**config.mk**
```make
export PLATFORM = sky130hd
export DESIGN_NAME = apb_cmd_master
export DESIGN_NICKNAME = d
export VERILOG_FILES = /design/src/rtl/apb_cmd_master.sv
export SDC_FILE = /design/constraint.sdc
export NUM_CORES = 1
export LEC_CHECK = 0
export ABC_AREA = 0
export BUFFER_PORTS_ARGS = -buffer_cell sky130_fd_sc_hd__buf_2
export CORE_MARGIN = 2
export CORE_UTILIZATION = 40
export DETAILED_ROUTE_END_ITERATION = 8
export PLACE_DENSITY = 0.73
export RECOVER_POWER = 50
export SLEW_MARGIN = 20
export SYNTH_ARGS = -nofsm -noshare
export SYNTH_HDL_FRONTEND = slang
export SYNTH_SLANG_ARGS = --single-unit
```
**constraint.sdc**
```tcl
create_clock -name pclk -period 4.7 [get_ports pclk]
set_input_delay 0.47 -clock pclk [delete_from_list [all_inputs] [get_ports pclk]]
set_output_delay 0.47 -clock pclk [all_outputs]
set_load 0.1 [all_outputs]
```
**src/rtl/apb_cmd_master.sv**
```systemverilog
// apb_cmd_master: single-outstanding APB3 initiator bridging a valid/ready command stream to SETUP/ACCESS transfers
module apb_cmd_master #(
    parameter int ADDR_WIDTH = 32,
    parameter int DATA_WIDTH = 32,
    parameter int TIMEOUT    = 255
) (
    input  logic                  pclk,
    input  logic                  preset,
    input  logic                  cmd_valid,
    output logic                  cmd_ready,
    input  logic [ADDR_WIDTH-1:0] cmd_addr,
    input  logic                  cmd_write,
    input  logic [DATA_WIDTH-1:0] cmd_wdata,
    output logic                  rsp_valid,
    input  logic                  rsp_ready,
    output logic [DATA_WIDTH-1:0] rsp_rdata,
    output logic                  rsp_err,
    output logic                  rsp_timeout,
    output logic                  psel,
    output logic                  penable,
    output logic                  pwrite,
    output logic [ADDR_WIDTH-1:0] paddr,
    output logic [DATA_WIDTH-1:0] pwdata,
    input  logic [DATA_WIDTH-1:0] prdata,
    input  logic                  pready,
    input  logic                  pslverr
);
    localparam logic [1:0] IDLE   = 2'd0;
    localparam logic [1:0] SETUP  = 2'd1;
    localparam logic [1:0] ACCESS = 2'd2;
    localparam logic [1:0] RESP   = 2'd3;
    localparam logic [15:0] CNT_LAST = 16'(TIMEOUT - 1);
    logic [1:0]  state;
    logic [15:0] cnt;
    assign cmd_ready = (state == IDLE) && !preset;
    always_ff @(posedge pclk) begin
        if (preset) begin
            state       <= IDLE;
            psel        <= 1'b0;
            penable     <= 1'b0;
            pwrite      <= 1'b0;
            paddr       <= '0;
            pwdata      <= '0;
            rsp_valid   <= 1'b0;
            rsp_err     <= 1'b0;
            rsp_timeout <= 1'b0;
            rsp_rdata   <= '0;
            cnt         <= '0;
        end else begin
            case (state)
                IDLE: if (cmd_valid) begin
                    paddr  <= cmd_addr;
                    pwrite <= cmd_write;
                    pwdata <= cmd_wdata;
                    psel   <= 1'b1;
                    state  <= SETUP;
                end
                SETUP: begin
                    penable <= 1'b1;
                    cnt     <= '0;
                    state   <= ACCESS;
                end
                ACCESS: if (pready || cnt == CNT_LAST) begin
                    // pready wins over the timeout in the final allowed cycle
                    rsp_rdata   <= (pready && !pwrite) ? prdata : '0;
                    rsp_err     <= pready ? pslverr : 1'b1;
                    rsp_timeout <= !pready;
                    rsp_valid   <= 1'b1;
                    psel        <= 1'b0;
                    penable     <= 1'b0;
                    state       <= RESP;
                end else begin
                    cnt <= cnt + 16'd1;
                end
                RESP: if (rsp_ready) begin
                    rsp_valid <= 1'b0;
                    state     <= IDLE;
                end
            endcase
        end
    end
endmodule

```
==> results.tsv <==
stage	metric	value	unit
setup_path	Critical Path Start Type	flip-flop	
hold_path	Hold EP	rsp_rdata[10]	
floorplan	chip width	110	um
global_route	largest net degree at the start of global routing	67	
sta	setup TNS	0	ns
setup_path	critical path buffer and inverter count	1	
synth	largest cells by area after synthesis	dfxtp_1, nand2_1, a21oi_1	
layout	layout cells sized above 1	20.5	%
power_and_ir_drop	VDD IR max	419	uV
drt	Via Count	4348	
global_route	vias in the first global route	4248	
layout	final non-filler cell area	6120	sq um
power_and_ir_drop	PD cells	691	nW/um^2
synth	dominant cell type by area after synthesis	dfxtp_1	
drt	1st-pass router iterations	5	
setup_path	endpoint class of the critical path	flip-flop	
sta	final cycle utilization of the critical path	49.5	%
setup_path	slowest CP cell	o41ai_4	
global_route	overall routing resource usage	20.1	%
sta	Final Max Tran Viols	0	
sta	Peak Freq	430	MHz
clock_network	Root Driver	clkbuf_16	
drt	drt wl/cell	14.4	um
synth	Netlist Area Pre-Place	4530	sq um
clock_network	CTS clock-pin slew for the worst setup and hold paths	0.06	ns
setup_path	CP arrival	2.62	ns
setup_path	R2R depth	6	
sta	fin crit period	2.33	ns
synth	Post-Synthesis Cells	511	
power_and_ir_drop	static leakage	2.45	nW
synth	Synth Register Bits	120	
placed_design	post-placement cell area	5630	sq um
synth	most frequent cells after synthesis	nand2_1, dfxtp_1, a21oi_1, a22o_1, clkbuf_1	
clock_network	Skew-Pair Late Insertion Delay	0.41	ns
synth	post-synthesis sequential area ratio	53.0	%
synth	Post-synth EDFFs	0	
sta	Slew HR	19.0	%
setup_path	slowest stage delay, CP	0.77	ns
clock_network	CTS Sinks	120	
layout	fin util	56.0	%
drt	number of vias per cell	5.08	
sta	Worst Tran Pin Value	1.22	ns
synth	mean area per synthesized cell	8.87	sq um
floorplan	DIE HEIGHT	110	um
floorplan	Initial Util	41.4	%
clock_network	CTS H-tree lvls	4	
synth	Synth top area share	53.0	%
hold_path	Hold Startpoint	prdata[10]	
global_route	GRT overflow	0	
floorplan	Core Area	10900	sq um
floorplan	full die area	12200	sq um
clock_network	cts bufs inserted	17	
clock_network	postcts setup bufs	0	
placed_design	routability cong.	0.867	
synth	Top FF cell, synth	dfxtp_1	
layout	area grow syn2layout	35.0	%
sta	clk_skew	0.0140	ns
outcome	outcome	completed	
clock_network	Post-CTS Hold Buffers	0	
sta	final worst slack	2.37	ns
global_route	first-pass GRT wire length	20.2	mm
setup_path	Worst EP required	5.00	ns
setup_path	Top Family by Delay on Critical Path	compound AO/OA/AOI/OAI gates	
drt	1st-iter DRT viols	384	
drt	total wire length	12.3	mm
setup_path	Reg2Reg Setup Slack	2.37	ns
sta	RSZ-0062 raised after global routing	false	
setup_path	Reg-to-Reg Start	cnt[0]	
synth	most numerous cell in the Yosys netlist	nand2_1	
setup_path	crit path max fanout	17	
drt	Routed Antenna Nets	0	
flow_run	Max Cap Viol	0	
sta	endpoints failing hold	0	
clock_network	CTS tree	done	
placed_design	port buffer count	205	
setup_path	Critical Path, Cell by Cell	inv_1 -> ha_1 -> or4b_4 -> o41ai_4 -> nor4_1 -> a211o_1	
synth	Synth async-reset ratio	0	%
clock_network	maximum buffer depth of the clock tree	2	
hold_path	hold path depth	2	
drt	Post-route DRC	0	
placed_design	Detailed Place HPWL	8.52	mm
clock_network	post-cts resize count	0	
placed_design	pre-CTS setup slack	2.40	ns
setup_path	reg-to-reg critical path endpoint	cnt[15]	
synth	syn nets	621	
layout	FILL cells	1035	
setup_path	worst setup path class	flip-flop to flip-flop	
layout	antenna diode count	0	
synth	synth unique cells	43	
floorplan	I/O Pins	206	
global_route	initial antenna violation count	0	
sta	Setup Viol. Count Final	0	
synth	Ys Warns	0	
hold_path	Hold WC Path Type	primary input to flip-flop	
power_and_ir_drop	Power Total	4.23	mW
layout	Layout Nets	813	
floorplan	FP Rows	38	
==> where the power goes <==
group | internal, mW | total [mW] | leakage, nW | switching, mW
clock network | 0.900 | 1.36 | 0.304 | 0.456
logic | 0.226 | 1.63 | 1.17 | 1.40
registers | 1.17 | 1.25 | 0.978 | 0.0804
total | 2.29 | 4.23 | 2.45 | 1.94
==> routing by layer <==
metal	vias to the layer above	wire length (um)	global-route usage [%]
met4	0	173	9.25
met2	182	6040	33.2
met5	-	0	0
met1	1968	5050	23.4
li1	2186	-	-
met3	12	1030	7.24
==> state kept, by name, indices dropped and copies added (netlist names) <==
name and flops:
cnt 16, paddr 32, penable 1, psel 1
pwdata 32, pwrite 1, rsp_err 1, rsp_rdata 32
rsp_timeout 1, rsp_valid 1, state 2
==> layout by cell type, fill, tap and decap left out, types with 3 or more instances in the layout <==
| master | n |
|---|---|
| o311ai_0 | 5 |
| nand2b_1 | 3 |
| a22o_1 | 32 |
| ha_1 | 7 |
| o31ai_1 | 3 |
| a21o_1 | 3 |
| o41ai_1 | 3 |
| o21ai_0 | 4 |
| clkbuf_1 | 104 |
| bufinv_16 | 4 |
| clkbuf_16 | 17 |
| a21oi_1 | 76 |
| nand2_1 | 135 |
| nor4_1 | 8 |
| nand3_1 | 12 |
| clkinv_2 | 4 |
| nor2b_1 | 4 |
| inv_1 | 11 |
| buf_2 | 103 |
| a31oi_1 | 3 |
| nor3_1 | 5 |
| buf_4 | 3 |
| dfxtp_1 | 120 |
| o21a_1 | 3 |
| nor2_1 | 5 |
| or3_1 | 3 |
| nand4_1 | 4 |
==> how the worst max path moves through the flow <==
| stage | endpoint | cells past startpoint | slack, ns | startpoint |
|---|---|---|---|---|
| 2_1_floorplan | cmd_ready | 3 | 2.05 | preset |
| 3_3_place_gp | cnt[15] | 6 | 2.43 | cnt[0] |
| 3_5_place_dp | rsp_rdata[1] | 7 | 2.40 | cnt[0] |
| 4_1_cts | rsp_rdata[11] | 7 | 2.38 | cnt[0] |
| 5_1_grt | cnt[15] | 5 | 2.21 | cnt[1] |
| 6_report | cnt[15] | 6 | 2.37 | cnt[0] |
==> worst reg2reg max path: stages (launching register included) <==
cell and delay, ns:
dfxtp_1 0.36, inv_1 0.08, ha_1 0.14, or4b_4 0.52, o41ai_4 0.77, nor4_1 0.10, a211o_1 0.25
==> final cells by class <==
type                       count  area (sq um)  share of cell area, %
inverter                      11          41.3                  0.675
timing repair buffer         208           921                   15.0
multi-input combinational    345          1960                   32.0
sequential                   120          2400                   39.3
clock inverter                12           174                   2.84
clock buffer                  20           447                   7.30
tap                          140           175                   2.86
==> metrics by stage <==
step	instances	hold WS, ns
after detailed placement	824	0.443
final	856	0.270
after global routing	856	0.257
after global placement	824	0.438
after floorplan	511	0.457
after CTS	856	0.248
==> cells by family (layout without fill, tap and decap cells) <==
logic type | Yosys count | count (layout) | share of synthesized area, %
flip-flops | 120 | 120 | 53.0
AND/OR/NAND/NOR | 192 | 192 | 18.9
adder cells (fa/ha/maj) | 7 | 7 | 1.93
multiplexers | 1 | 1 | 0.221
AO/OA/AOI/OAI | 145 | 145 | 21.8
buffers and inverters | 46 | 251 | 4.17
Note: power is estimated with default switching activity, not from simulation.
